==> src/rtl/axi_pkg.sv <==
// Shared AXI read-channel encodings and the refill arbiter state type.
package axi_pkg;

    localparam logic [1:0] BURST_INCR = 2'b01;
    localparam logic [1:0] BURST_WRAP = 2'b10;
    localparam logic [2:0] SIZE_8B    = 3'd3;

    localparam logic [1:0] RESP_OKAY   = 2'b00;
    localparam logic [1:0] RESP_EXOKAY = 2'b01;
    localparam logic [1:0] RESP_SLVERR = 2'b10;
    localparam logic [1:0] RESP_DECERR = 2'b11;

    typedef enum logic [1:0] {
        IDLE = 2'd0,
        ADDR = 2'd1,
        DATA = 2'd2
    } arb_state_t;

    // Anything other than OKAY/EXOKAY poisons the line.
    function automatic logic resp_is_err(input logic [1:0] resp);
        return !((resp == RESP_OKAY) || (resp == RESP_EXOKAY));
    endfunction

endpackage

==> src/rtl/rr_arbiter2.sv <==
// Combinational two-way round-robin pick; the port that did not win last time
// has priority when both request.
module rr_arbiter2 (
    input  logic [1:0] req_valid,
    input  logic       last_grant,
    output logic [1:0] grant
);

    // NOTE: every output of a combinational block gets a default first, so no
    // path through the case can leave it unassigned and infer a latch.
    always_comb begin
        grant = 2'b00;
        case (req_valid)
            2'b01:   grant = 2'b01;
            2'b10:   grant = 2'b10;
            2'b11:   grant = last_grant ? 2'b01 : 2'b10;
            default: grant = 2'b00;
        endcase
    end

endmodule

==> src/rtl/axi_refill_arbiter.sv <==
// Shares one AXI4 AR/R channel between the I-side (0) and D-side (1) line refills.
// Define REFILL_CRITICAL_WORD_FIRST_EN for beat-aligned WRAP bursts instead of line-aligned INCR.
module axi_refill_arbiter
    import axi_pkg::*;
#(
    parameter int AXI_ADDR_WIDTH = 32,
    parameter int AXI_DATA_WIDTH = 64,
    parameter int AXI_ID_WIDTH   = 4,
    parameter int LINE_BEATS     = 4
) (
    input  logic                        clk,
    input  logic                        rst,
    input  logic [1:0]                  req_valid,
    output logic [1:0]                  req_ready,
    input  logic [2*AXI_ADDR_WIDTH-1:0] req_addr,
    output logic [1:0]                  rsp_valid,
    output logic [AXI_DATA_WIDTH-1:0]   rsp_data,
    output logic                        rsp_last,
    output logic                        rsp_err,
    output logic [AXI_ADDR_WIDTH-1:0]   M_AXI_ARADDR,
    output logic                        M_AXI_ARVALID,
    input  logic                        M_AXI_ARREADY,
    output logic [AXI_ID_WIDTH-1:0]     M_AXI_ARID,
    output logic [1:0]                  M_AXI_ARBURST,
    output logic [2:0]                  M_AXI_ARSIZE,
    output logic [7:0]                  M_AXI_ARLEN,
    input  logic [AXI_DATA_WIDTH-1:0]   M_AXI_RDATA,
    input  logic [1:0]                  M_AXI_RRESP,
    input  logic                        M_AXI_RVALID,
    input  logic [AXI_ID_WIDTH-1:0]     M_AXI_RID,
    input  logic                        M_AXI_RLAST,
    output logic                        M_AXI_RREADY
);

    localparam int BYTES = AXI_DATA_WIDTH / 8;
    localparam int CNT_W = $clog2(LINE_BEATS);
    localparam logic [CNT_W-1:0] LAST_BEAT = CNT_W'(LINE_BEATS - 1);

`ifdef REFILL_CRITICAL_WORD_FIRST_EN
    localparam logic [AXI_ADDR_WIDTH-1:0] ADDR_MASK  = ~AXI_ADDR_WIDTH'(BYTES - 1);
    localparam logic [1:0]                BURST_TYPE = BURST_WRAP;
`else
    localparam logic [AXI_ADDR_WIDTH-1:0] ADDR_MASK  = ~AXI_ADDR_WIDTH'(LINE_BEATS * BYTES - 1);
    localparam logic [1:0]                BURST_TYPE = BURST_INCR;
`endif

    arb_state_t state, state_nxt;

    logic [1:0]                pick;
    logic [AXI_ADDR_WIDTH-1:0] pick_addr;
    logic [AXI_ADDR_WIDTH-1:0] ar_addr;
    logic                      grant_idx;
    logic                      last_grant;
    logic [CNT_W-1:0]          beat_cnt;
    logic                      err_acc;
    logic                      accept;
    logic                      beat_fire;
    logic                      final_beat;
    logic                      beat_err;

    rr_arbiter2 u_rr (
        .req_valid  (req_valid),
        .last_grant (last_grant),
        .grant      (pick)
    );

    assign pick_addr = pick[1] ? req_addr[AXI_ADDR_WIDTH +: AXI_ADDR_WIDTH]
                               : req_addr[0 +: AXI_ADDR_WIDTH];

    assign M_AXI_ARADDR  = ar_addr;
    assign M_AXI_ARID    = AXI_ID_WIDTH'(grant_idx);
    assign M_AXI_ARBURST = BURST_TYPE;
    assign M_AXI_ARSIZE  = 3'($clog2(BYTES));
    assign M_AXI_ARLEN   = 8'(LINE_BEATS - 1);
    assign rsp_data      = M_AXI_RDATA;

    // RLAST must coincide exactly with our own count of the final beat.
    assign beat_err = resp_is_err(M_AXI_RRESP)
                   || (M_AXI_RID != AXI_ID_WIDTH'(grant_idx))
                   || (M_AXI_RLAST != (beat_cnt == LAST_BEAT));

    always_comb begin
        state_nxt     = state;
        req_ready     = 2'b00;
        M_AXI_ARVALID = 1'b0;
        M_AXI_RREADY  = 1'b0;
        rsp_valid     = 2'b00;
        rsp_last      = 1'b0;
        rsp_err       = 1'b0;
        accept        = 1'b0;
        beat_fire     = 1'b0;
        final_beat    = 1'b0;
        case (state)
            IDLE: begin
                // Held off during reset so a requester never sees a grant the state ignores.
                if (!rst && (pick != 2'b00)) begin
                    req_ready = pick;
                    accept    = 1'b1;
                    state_nxt = ADDR;
                end
            end
            ADDR: begin
                M_AXI_ARVALID = 1'b1;
                if (M_AXI_ARREADY) state_nxt = DATA;
            end
            DATA: begin
                M_AXI_RREADY         = 1'b1;
                beat_fire            = M_AXI_RVALID;
                rsp_valid[grant_idx] = M_AXI_RVALID;
                final_beat           = M_AXI_RVALID && (beat_cnt == LAST_BEAT);
                rsp_last             = final_beat;
                rsp_err              = final_beat && (err_acc || beat_err);
                if (final_beat) state_nxt = IDLE;
            end
            default: state_nxt = IDLE;
        endcase
    end

    // NOTE: sequential state uses non-blocking assignments only, so every
    // register samples the pre-edge values regardless of statement order.
    always_ff @(posedge clk) begin
        if (rst) begin
            state      <= IDLE;
            ar_addr    <= '0;
            grant_idx  <= 1'b0;
            last_grant <= 1'b1;
            beat_cnt   <= '0;
            err_acc    <= 1'b0;
        end else begin
            state <= state_nxt;
            if (accept) begin
                ar_addr   <= pick_addr & ADDR_MASK;
                grant_idx <= pick[1];
            end
            if (beat_fire) begin
                if (final_beat) begin
                    beat_cnt   <= '0;
                    err_acc    <= 1'b0;
                    last_grant <= grant_idx;
                end else begin
                    beat_cnt <= beat_cnt + CNT_W'(1);
                    err_acc  <= err_acc | beat_err;
                end
            end
        end
    end

endmodule
==> config.mk <==
export PLATFORM = sky130hd
export DESIGN_NAME = axi_refill_arbiter
export DESIGN_NICKNAME = d
export VERILOG_FILES = /design/src/rtl/axi_pkg.sv /design/src/rtl/rr_arbiter2.sv /design/src/rtl/axi_refill_arbiter.sv
export SDC_FILE = /design/constraint.sdc
export NUM_CORES = 1
export LEC_CHECK = 0
export CAP_MARGIN = 40
export CORE_AREA = 2 2 100 102
export CTS_BUF_LIST = sky130_fd_sc_hd__clkbuf_16
export DETAILED_ROUTE_END_ITERATION = 12
export DIE_AREA = 0 0 102 104
export HOLD_SLACK_MARGIN = 0.15
export PLACE_DENSITY = 0.75
export SLEW_MARGIN = 10
export SYNTH_ARGS = -nofsm -noshare
export SYNTH_HDL_FRONTEND = slang
export SYNTH_SLANG_ARGS = --single-unit
==> constraint.sdc <==
create_clock -name clk -period 3.6 [get_ports clk]
set_input_delay 0.72 -clock clk [delete_from_list [all_inputs] [get_ports clk]]
set_output_delay 0.72 -clock clk [all_outputs]
set_load 0.01 [all_outputs]
=== After elaboration in Yosys (flattened, before gate mapping) ===
Index checks and enable logic that the tools add are counted.

* Bits in registers: 34
* Input port bits: 141
* Word-level logic and storage cells: 59

* Add/sub/neg operators: 1
* Order comparisons: 2
* Equal/unequal tests: 12
* Muxes and demuxes: 21
* Bitwise operators: 2
* Reductions and logical operators: 15

{| class="wikitable"
|+ Operators by type and width
! cell !! number
|-
| $mux 32 || 1
|-
| $mux 2 || 8
|-
| $pmux 2 s3 || 2
|-
| $mux 1 || 9
|-
| $eq 2x2->1 const B || 4
|-
| $eq 2x1->1 const B || 3
|-
| $ne 2x2->1 const B || 3
|-
| $logic_and 1x1->1 || 4
|-
| $logic_not 2->1 || 2
|-
| $logic_or 1x1->1 || 4
|-
| $ne 4x1->1 || 1
|-
| $reduce_and 3->1 || 1
|-
| $add 2x1->2 const B || 1
|-
| $and 2x2->2 || 1
|-
| $logic_not 1->1 || 2
|-
| $lt 1x2->1 const B || 1
|-
| $reduce_and 2->1 || 1
|-
| $reduce_bool 2->1 || 1
|-
| $demux 1 s1 || 1
|-
| $ge 1x1->1 const B || 1
|-
| $ne 1x1->1 || 1
|-
| $or 1x1->1 || 1
|}

=== Depth between registers and ports, before layout ===
Gate-level depths: netlist of the first run.

* Depth after elaboration: 8
* Mapped depth: 6

=== Hierarchy ===
Synthesis of the first run repeated with hierarchy kept, for this count alone.

* Cell total of the unflattened synthesis: 260
* Area total of the unflattened synthesis: 2431.1 µm²

{| class="wikitable"
|+ Modules (own cells, without submodules)
! module !! times used !! cells an instance !! area each (µm²)
|-
| axi_refill_arbiter || 1 || 257 || 2412.3
|-
| rr_arbiter2 || 1 || 3 || 18.8
|}

=== Least setup slack after synthesis of the first run ===
Ideal clock, no wire load.

* Path type: in2out
* Start point: in rst
* End point: out req_ready[1]
* Data arrival time: 1.583 ns
* Setup slack: 1.297 ns
* Stages: 6
* Path buffers: 3
* Path through: buf_6 nor3_2 o21a_1 buf_6 buf_12 a21boi_1

* Cells in the longest elaborated chain, start to end: 4

{| class="wikitable"
|+ Ends and longest elaborated chain
! item !! RTL line !! text
|-
| start: declaration || axi_refill_arbiter.sv:12 || <nowiki>input logic rst,</nowiki>
|-
| $logic_not 1->1 || axi_refill_arbiter.sv:96 || <nowiki>if (!rst && (pick != 2'b00)) begin</nowiki>
|-
| $logic_and 1x1->1 || axi_refill_arbiter.sv:96 ||
|-
| $mux 2 || axi_refill_arbiter.sv:96 ||
|-
| $mux 2 || axi_refill_arbiter.sv:93 || <nowiki>case (state)</nowiki>
|-
| end: declaration || axi_refill_arbiter.sv:14 || <nowiki>output logic [1:0] req_ready,</nowiki>
|}

No other way between the ends.

=== Worst setup path in the final report of the first run ===
* Start point: in M_AXI_RVALID
* End point: out rsp_err

* Cells in the longest elaborated chain, start to end: 3

{| class="wikitable"
|+ Ends and longest elaborated chain
! item !! RTL line !! text
|-
| start: declaration || axi_refill_arbiter.sv:29 || <nowiki>input logic M_AXI_RVALID,</nowiki>
|-
| $logic_and 1x1->1 || axi_refill_arbiter.sv:110 || <nowiki>final_beat = M_AXI_RVALID && (beat_cnt == LAST_BEAT);</nowiki>
|-
| $logic_and 1x1->1 || axi_refill_arbiter.sv:112 || <nowiki>rsp_err = final_beat && (err_acc || beat_err);</nowiki>
|-
| $mux 1 || axi_refill_arbiter.sv:93 ||
|-
| end: declaration || axi_refill_arbiter.sv:19 || <nowiki>output logic rsp_err,</nowiki>
|}

No other way between the ends.

==> results.yml, run 1 <==
outcome:
  status: "completed"
final_layout:
  finish.utilization: 0.315
  final_common_cell: "clkdlybuf4s50_1"
  finalInstanceArea_um2: 3010
  final_cell_mix: "clkdlybuf4s50_1 (101), mux2i_1 (54), dfxtp_1 (34)"
  area_growth_syn_to_layout_pct: 27.5
  instances_no_fill: 420
  antenna_cells: 0
  finish.net_count: 429
  drive_gt1_frac: 0.0453
die:
  ios: 262
  dieArea_um2: 10600
  chipHeight_um: 104
  rows: 36
  initial_core_util: 0.247
  coreArea_um2: 9550
  die_w_um: 102
power_and_ir_drop:
  vdd_drop_max_mv: 0.171
  leakage_nw: 1.21
  power.density_nw_per_um2: 389
synth:
  synth_seq_cells: 34
  syn_inst: 253
  yosys.area.top_type_share: 0.289
  synthArstFlopShare: 0
  synth_top_cell_by_area: "dfxtp_1"
  synth_warnings: 0
  yosys-top-cells-area: "dfxtp_1 (29%), buf_4 (27%), mux2i_1 (23%), nand2_1 (5.1%), buf_12 (2.5%)"
  synth.avg_cell_area_um2: 9.32
  synth_edf_count: 0
  netlist_area_um2: 2360
  seq_area_frac_synth: 0.289
  ys_types: 34
  synth-main-ff-cell: "dfxtp_1"
critical_path:
  cp_cell_sequence: "clkdlybuf4s50_1 > and3b_1 > nand2_1 > a21oi_1 > clkdlybuf4s50_1"
  crit_required_ns: 2.88
  critPathCaptureType: "output port"
  crit_path_max_fanout: 4
  worst-path-buf-inv: 2
  crit_type: "input port to output port"
  critical-path-slowest-cell: "clkdlybuf4s50_1"
  cp-start-kind: "input port"
  crit_top_cell: "clkdlybuf4s50_1"
  path_delay_family: "buffers and inverters"
  crit_arrival_ns: 2.27
  slowest_delay_ns: 0.55
cts:
  path_clk_slew_ns: 0.05
  ctsResizeCount: 0
  cts_root_buf: "clkbuf_16"
  cts_sinks: 34
  postCtsSetupBuffers: 0
  htree_levels: 2
  cts_buffer_depth: 2
  cts_tree: "done"
  postCtsHoldBufs: 0
  clock_latency_ns: 0.27
  cts_buffers: 5
route:
  routedWlPerCell_um: 13.8
  routed_via_density: 4.07
  vias: 1708
  dr.first_iter.drc_count: 35
  ant_nets: 0
  dr.pass1.iters: 5
  wl_um: 5790
  route.detailed.drc: 0
placed_design:
  port_buffers: 101
  gp_congestion: 0.677
  post_dp_cell_area_um2: 2880
  place_hpwl_um: 4440
  dp.cells: 413
sta:
  tightest_slew_ns: 0.513
  slew_headroom: 0.658
  tns_ns: 0
  rsz0062_at_grt: "no"
  drv_slew: 0
  min_period_ns: 2.99
  setup_violations: 0
  finalCritPeriodShare: 0.830
  skew_ns: 0.00566
  timing.hold.ws_ns: 0.454
  hold_violations: 0
  max_freq_mhz: 335
global_routing:
  first_global_vias: 1636
  antenna_found_initial: 0
  grt_usage: 0.103
  grt_max_degree: 30
  grt_overflow_total: 0
  grt_pass1_wl_um: 8230
worst_hold_path:
  hp-class: "flip-flop to flip-flop"
job:
  drv_cap: 0
-- through the flow --
step           setup WS [ns]  power, mW
4_1_cts                0.563       1.20
3_5_place_dp           0.584      0.783
3_3_place_gp           0.580      0.773
2_1_floorplan           1.30      0.701
5_1_grt                0.517       1.24
6_report               0.613       1.17
-- cell families after synthesis --
kind of cell / after synthesis / share of synthesized area
buf+inv: 101 / 0.338
mux: 54 / 0.229
simple gates: 48 / 0.0907
flops: 34 / 0.289
compound gates: 12 / 0.0409
other cells: 2 / 0.00318
fa+ha+maj: 1 / 0.00530
xor+xnor: 1 / 0.00371
-- Yosys cell counts (all sizes together) (2+ instances only) --
cell type  number
a21boi          2
a21oi           3
buf            96
conb            2
dfxtp          34
inv             4
mux2i          54
nand2          32
nand3           2
nor2            4
nor2b           2
nor3            2
-- worst min-delay path: stages, from the launching register on --
cell,delay [ns]
dfxtp_1,0.30
nand2_1,0.05
mux2i_1,0.05
-- state kept, by name (all words and copies together), names as in the netlist --
signal and cells:
beat_cnt 2, M_AXI_ARADDR 27, grant_idx 1, last_grant 1
state 2, err_acc 1
-- layer usage --
| metal | vias up | GRT usage | share of wire |
|---|---|---|---|
| met3 | 14 | 0.0437 | 0.11 |
| met1 | 789 | 0.0906 | 0.35 |
| met4 | 0 | 0.0381 | 0.017 |
| met5 | - | 0 | 0 |
| met2 | 117 | 0.199 | 0.53 |
| li1 | 788 | - | - |
-- path summary, 6_finish.rpt --
path	start	to	slack (ns)	cells past startpoint
setup / recovery	M_AXI_RVALID	rsp_err	0.61	5
hold / removal	M_AXI_ARADDR[23]	M_AXI_ARADDR[23]	0.45	2
setup reg to reg	state[1]	M_AXI_ARADDR[5]	2.02	4
hold reg to reg	M_AXI_ARADDR[23]	M_AXI_ARADDR[23]	0.45	2
-- layout make-up --
type                            count  area (um^2)
Clock buffer                        5          125
Clock inverter                      2         7.51
Fill cell                        1006         6540
Inverter                            4         15.0
Multi-Input combinational cell    137          960
Sequential cell                    34          681
Tap cell                          133          166
Timing Repair Buffer              105         1050
-- power by group --
| group | switching [mW] | total, mW | leakage [nW] | internal, mW |
|---|---|---|---|---|
| registers | 0.0259 | 0.449 | 0.281 | 0.423 |
| logic | 0.126 | 0.322 | 0.854 | 0.196 |
| clock network | 0.153 | 0.400 | 0.0723 | 0.247 |
| total | 0.304 | 1.17 | 1.21 | 0.866 |
(Power assumes the default switching activity.)
==> run 2: changes to the inputs <==
--- a/config.mk
+++ b/config.mk
@@ -6,12 +6,12 @@
 export NUM_CORES = 1
 export LEC_CHECK = 0
 export CAP_MARGIN = 40
-export CORE_AREA = 2 2 100 102
+export CORE_AREA = 2 2 101 103
 export CTS_BUF_LIST = sky130_fd_sc_hd__clkbuf_16
 export DETAILED_ROUTE_END_ITERATION = 12
-export DIE_AREA = 0 0 102 104
+export DIE_AREA = 0 0 103 105
 export HOLD_SLACK_MARGIN = 0.15
-export PLACE_DENSITY = 0.75
+export PLACE_DENSITY = 0.77
 export SLEW_MARGIN = 10
 export SYNTH_ARGS = -nofsm -noshare
 export SYNTH_HDL_FRONTEND = slang
==> constraint.sdc (replaced) <==
create_clock -name clk -period 2.45 [get_ports clk]
set_input_delay 0.49 -clock clk [delete_from_list [all_inputs] [get_ports clk]]
set_output_delay 0.49 -clock clk [all_outputs]
set_load 0.01 [all_outputs]
==> results.yml, run 2 (synthesis gave the netlist of run 1 again) <==
final_layout:
  finish.net_count: 432
  antenna_cells: 0
  drive_gt1_frac: 0.0619
  finish.utilization: 0.316
  final_cell_mix: "clkdlybuf4s50_1 (96), mux2i_1 (54), dfxtp_1 (34)"
  largest_reg_flops: 27
  area_growth_syn_to_layout_pct: 29.0
  final_common_cell: "clkdlybuf4s50_1"
  finalInstanceArea_um2: 3040
cts:
  path_clk_slew_ns: 0.05
  cts_tree: "done"
  cts_sinks: 34
  cts_root_buf: "clkbuf_16"
  cts_buffers: 5
  cts_buffer_depth: 2
  clock_latency_ns: 0.28
  postCtsSetupBuffers: 0
  htree_levels: 2
route:
  routedWlPerCell_um: 12.7
  ant_nets: 0
  dr.first_iter.drc_count: 26
  routed_via_density: 3.97
  dr.pass1.iters: 4
  route.detailed.drc: 0
  wl_um: 5400
  vias: 1682
global_routing:
  grt_max_degree: 30
  antenna_found_initial: 0
  grt_overflow_total: 0
  grt_usage: 0.0945
  first_global_vias: 1675
  grt_pass1_wl_um: 7860
die:
  die_w_um: 103
  initial_core_util: 0.245
  dieArea_um2: 10800
  rows: 36
  ios: 262
  coreArea_um2: 9640
  chipHeight_um: 105
critical_path:
  crit_arrival_ns: 1.85
  slowest_delay_ns: 0.52
  critPathCaptureType: "output port"
  cp-start-kind: "input port"
  cp_cell_sequence: "clkdlybuf4s50_1 > nor3_4 > nand3_1 > inv_1 > clkdlybuf4s50_1"
  crit_path_max_fanout: 2
  path_delay_family: "buffers and inverters"
  critical-path-slowest-cell: "clkdlybuf4s50_1"
  crit_type: "input port to output port"
  worst-path-buf-inv: 3
  crit_top_cell: "clkdlybuf4s50_1"
  crit_required_ns: 1.96
sta:
  min_period_ns: 2.34
  tightest_slew_ns: 0.574
  finalCritPeriodShare: 0.953
  hold_violations: 0
  drv_slew: 0
  max_freq_mhz: 428
  skew_ns: 0.00341
  slew_headroom: 0.617
  setup_violations: 0
  rsz0062_at_grt: "no"
placed_design:
  post_dp_cell_area_um2: 2890
  place_hpwl_um: 4330
  gp_congestion: 0.713
  port_buffers: 101
worst_hold_path:
  hp-class: "flip-flop to flip-flop"
outcome:
  status: "completed"
power_and_ir_drop:
  p_comb_frac: 0.273
  switching_share: 0.262
  p_switching_uw: 453
  vdd_drop_max_mv: 0.210
  clockPowerShare: 0.345
  p_int_mw: 1.28
  leakage_nw: 1.28
  seq_power_share: 0.382
  power.density_nw_per_um2: 569
job:
  drv_cap: 0
run 2: cell types whose count changed in the layout (fill, tap and decap cells not counted):
cell,previous run,this run
clkdlybuf4s50_1,101,96
buf_4,3,6
dlymetal6s2s_1,0,3
dlygate4sd2_1,0,2
and3b_1,1,0
and3b_2,0,1
buf_12,1,0
buf_8,0,1
clkinv_1,0,1
clkinv_2,0,1
inv_1,6,5
nor3_2,1,0
nor3_4,0,1
run 2: path summary, 6_finish.rpt:
| kind | slack (ns) | from | endpoint | depth (start not counted) |
|---|---|---|---|---|
| hold reg to reg | 0.46 | M_AXI_ARADDR[15] | M_AXI_ARADDR[15] | 2 |
| setup / recovery | 0.11 | rst | req_ready[0] | 5 |
| hold / removal | 0.46 | M_AXI_ARADDR[15] | M_AXI_ARADDR[15] | 2 |
| setup reg to reg | 0.93 | state[1] | M_AXI_ARADDR[6] | 4 |
run 2: area by class of cell:
cell class | instances | area [um^2]
clock buffers | 5 | 125
clock inverters | 3 | 12.5
fillers | 1032 | 6600
inverters | 4 | 15.0
multi-input cells | 137 | 967
flip-flops and latches | 34 | 681
well taps | 133 | 166
repair buffers | 108 | 1080
run 2: what timing repair did:
action	CTS	global route
endpoints found under the setup margin	2	4
hold buffers	0	0
pin swaps	1	1
resized for setup	4	3
run 2: worst register-to-register path: cells and delay by family, from the launching register on:
kind / cells / cell delay, ns
compound gates: 1 / 0.17
buf+inv: 1 / 0.44
simple gates: 1 / 0.24
flops: 1 / 0.36
mux: 1 / 0.25
run 2: power by group through the flow:
stage / Sequential (mW) / Combinational, mW / Clock (mW)
6_report: 0.662 / 0.473 / 0.597
3_3_place_gp: 0.669 / 0.468 / 0
3_5_place_dp: 0.672 / 0.480 / 0
2_1_floorplan: 0.696 / 0.333 / 0
4_1_cts: 0.662 / 0.482 / 0.632
5_1_grt: 0.671 / 0.513 / 0.652
run 2: per-layer routing:
layer	up-vias	GRT usage	routed length [um]
li1	800	-	-
met1	764	0.0929	1950
met2	103	0.176	2810
met3	15	0.0328	515
met4	0	0.0367	112
met5	-	0	0
run 2: stage by stage:
stage,setup WS [ns],TNS [ns],instances,power [mW],hold slack [ns]
after floorplan,0.607,0,272,1.03,0.437
after global placement,-0.112,-0.188,415,1.14,0.442
after detailed placement,-0.118,-0.188,416,1.15,0.452
after CTS,0.0174,0,424,1.78,0.460
after global routing,0.0199,0,424,1.84,0.477
final,0.115,0,424,1.73,0.457
==> run 3: changes to the inputs <==
--- a/config.mk
+++ b/config.mk
@@ -10,6 +10,7 @@
 export CTS_BUF_LIST = sky130_fd_sc_hd__clkbuf_16
 export DETAILED_ROUTE_END_ITERATION = 12
 export DIE_AREA = 0 0 103 105
+export GPL_TIMING_DRIVEN = 0
 export HOLD_SLACK_MARGIN = 0.15
 export PLACE_DENSITY = 0.77
 export SLEW_MARGIN = 10
==> results.yml, run 3 (synthesis gave the netlist of run 1 again) <==
global_routing:
  grt_usage: 0.113
  grt_overflow_total: 0
  antenna_found_initial: 0
  grt_pass1_wl_um: 9820
  first_global_vias: 2147
  grt_max_degree: 11
power_and_ir_drop:
  vdd_drop_max_mv: 0.200
  power.density_nw_per_um2: 452
  design_power_total_mw: 1.99
  leakage_nw: 1.95
cts:
  cts_root_buf: "clkbuf_16"
  postCtsHoldBufs: 0
  clock_latency_ns: 0.27
  htree_levels: 2
  cts_sinks: 34
  cts_buffer_depth: 2
  cts_tree: "done"
  cts_buffers: 5
  path_clk_slew_ns: 0.05
critical_path:
  ff2ff_setup_slack_ns: 1.11
  crit_top_cell: "clkdlybuf4s50_1"
  path_delay_family: "buffers and inverters"
  path_depth: 4
  cp_cell_sequence: "clkdlybuf4s50_1 > and3b_2 > and2_1 > clkdlybuf4s50_1"
  critical-path-slowest-cell: "clkdlybuf4s50_1"
  crit_type: "input port to output port"
  reg2reg_to: "last_grant"
  crit_path_start: "M_AXI_RVALID"
  worst-path-buf-inv: 2
  reg2reg_from: "state[0]"
  cp-endpoint: "rsp_valid[1]"
  cp-start-kind: "input port"
  r2r_cells: 4
  crit_arrival_ns: 1.91
  crit_required_ns: 1.96
  slowest_delay_ns: 0.54
  crit_path_max_fanout: 4
  critPathCaptureType: "output port"
die:
  rows: 36
  initial_core_util: 0.245
  ios: 262
  die_w_um: 103
  dieArea_um2: 10800
  coreArea_um2: 9640
  chipHeight_um: 105
final_layout:
  final_cell_mix: "clkdlybuf4s50_1 (161), buf_4 (89), mux2i_1 (54)"
  area_growth_syn_to_layout_pct: 86.5
  largest_reg_flops: 27
  finish.utilization: 0.456
  finish.net_count: 588
  finalInstanceArea_um2: 4400
  drive_gt1_frac: 0.242
  final_common_cell: "clkdlybuf4s50_1"
  antenna_cells: 0
sta:
  skew_ns: 0.00234
  max_freq_mhz: 417
  hold_violations: 0
  finalCritPeriodShare: 0.978
  timing.hold.ws_ns: 0.413
  tns_ns: 0
  min_period_ns: 2.40
  drv_slew: 0
  setup_violations: 0
  tightest_slew_ns: 0.511
  slew_headroom: 0.659
route:
  routedWlPerCell_um: 11.8
  ant_nets: 0
  dr.first_iter.drc_count: 26
  vias: 2249
  wl_um: 6820
  route.detailed.drc: 0
  routed_via_density: 3.88
  dr.pass1.iters: 4
placed_design:
  gp_congestion: 0.686
  place_hpwl_um: 5690
  post_dp_cell_area_um2: 4240
  port_buffers: 164
job:
  drv_cap: 0
worst_hold_path:
  hp-class: "input port to flip-flop"
outcome:
  status: "completed"
run 3: changes by cell type in the layout (fill, tap and decap cells not counted), sizes merged:
cell	before	now
dlymetal6s2s	3	1
clkinv	2	3
clkdlybuf4s50	96	161
clkbuf	5	6
clkdlybuf4s15	0	1
dlygate4sd2	2	1
inv	5	4
buf	7	99
run 3: timing repair:
item / CTS / global route
setup buffers: 0 / 3
pin swaps: 0 / 2
resized for setup: 3 / 2
endpoints found under the setup margin: 3 / 3
run 3: where the power goes:
part / leakage, nW / internal [mW] / switching, mW
Combinational: 1.60 / 0.486 / 0.259
Sequential: 0.281 / 0.622 / 0.0369
Clock: 0.0663 / 0.365 / 0.219
run 3: final cells by class:
type / count / area [um^2]
Buffer: 97 / 783
Clock buffer: 5 / 125
Clock inverter: 3 / 11.3
Fill cell: 932 / 5240
Inverter: 4 / 15.0
Multi-Input combinational cell: 137 / 952
Sequential cell: 34 / 681
Tap cell: 133 / 166
Timing Repair Buffer: 167 / 1670
run 3: stage by stage:
stage | instances | setup slack, ns
floorplan | 272 | 0.607
global placement | 569 | -0.204
detailed placement | 569 | -0.201
CTS | 577 | 0.00904
global route | 580 | -0.00727
finish | 580 | 0.0544
run 3: worst min path at each step:
stage,from,endpoint,slack [ns],depth (start not counted)
CTS,rst,beat_cnt[1],0.41,2
global route,rst,beat_cnt[1],0.42,2
global placement,M_AXI_ARADDR[10],M_AXI_ARADDR[10],0.44,2
detailed placement,M_AXI_ARADDR[10],M_AXI_ARADDR[10],0.45,2
finish,rst,beat_cnt[1],0.41,2
floorplan,beat_cnt[1],beat_cnt[1],0.44,2
run 3: metal layers:
layer	GRT usage	share of wire	up-vias
met4	0.0244	0.0045	0
met5	0	0	-
met2	0.218	0.53	132
met3	0.0415	0.11	4
li1	-	-	1115
met1	0.111	0.35	998
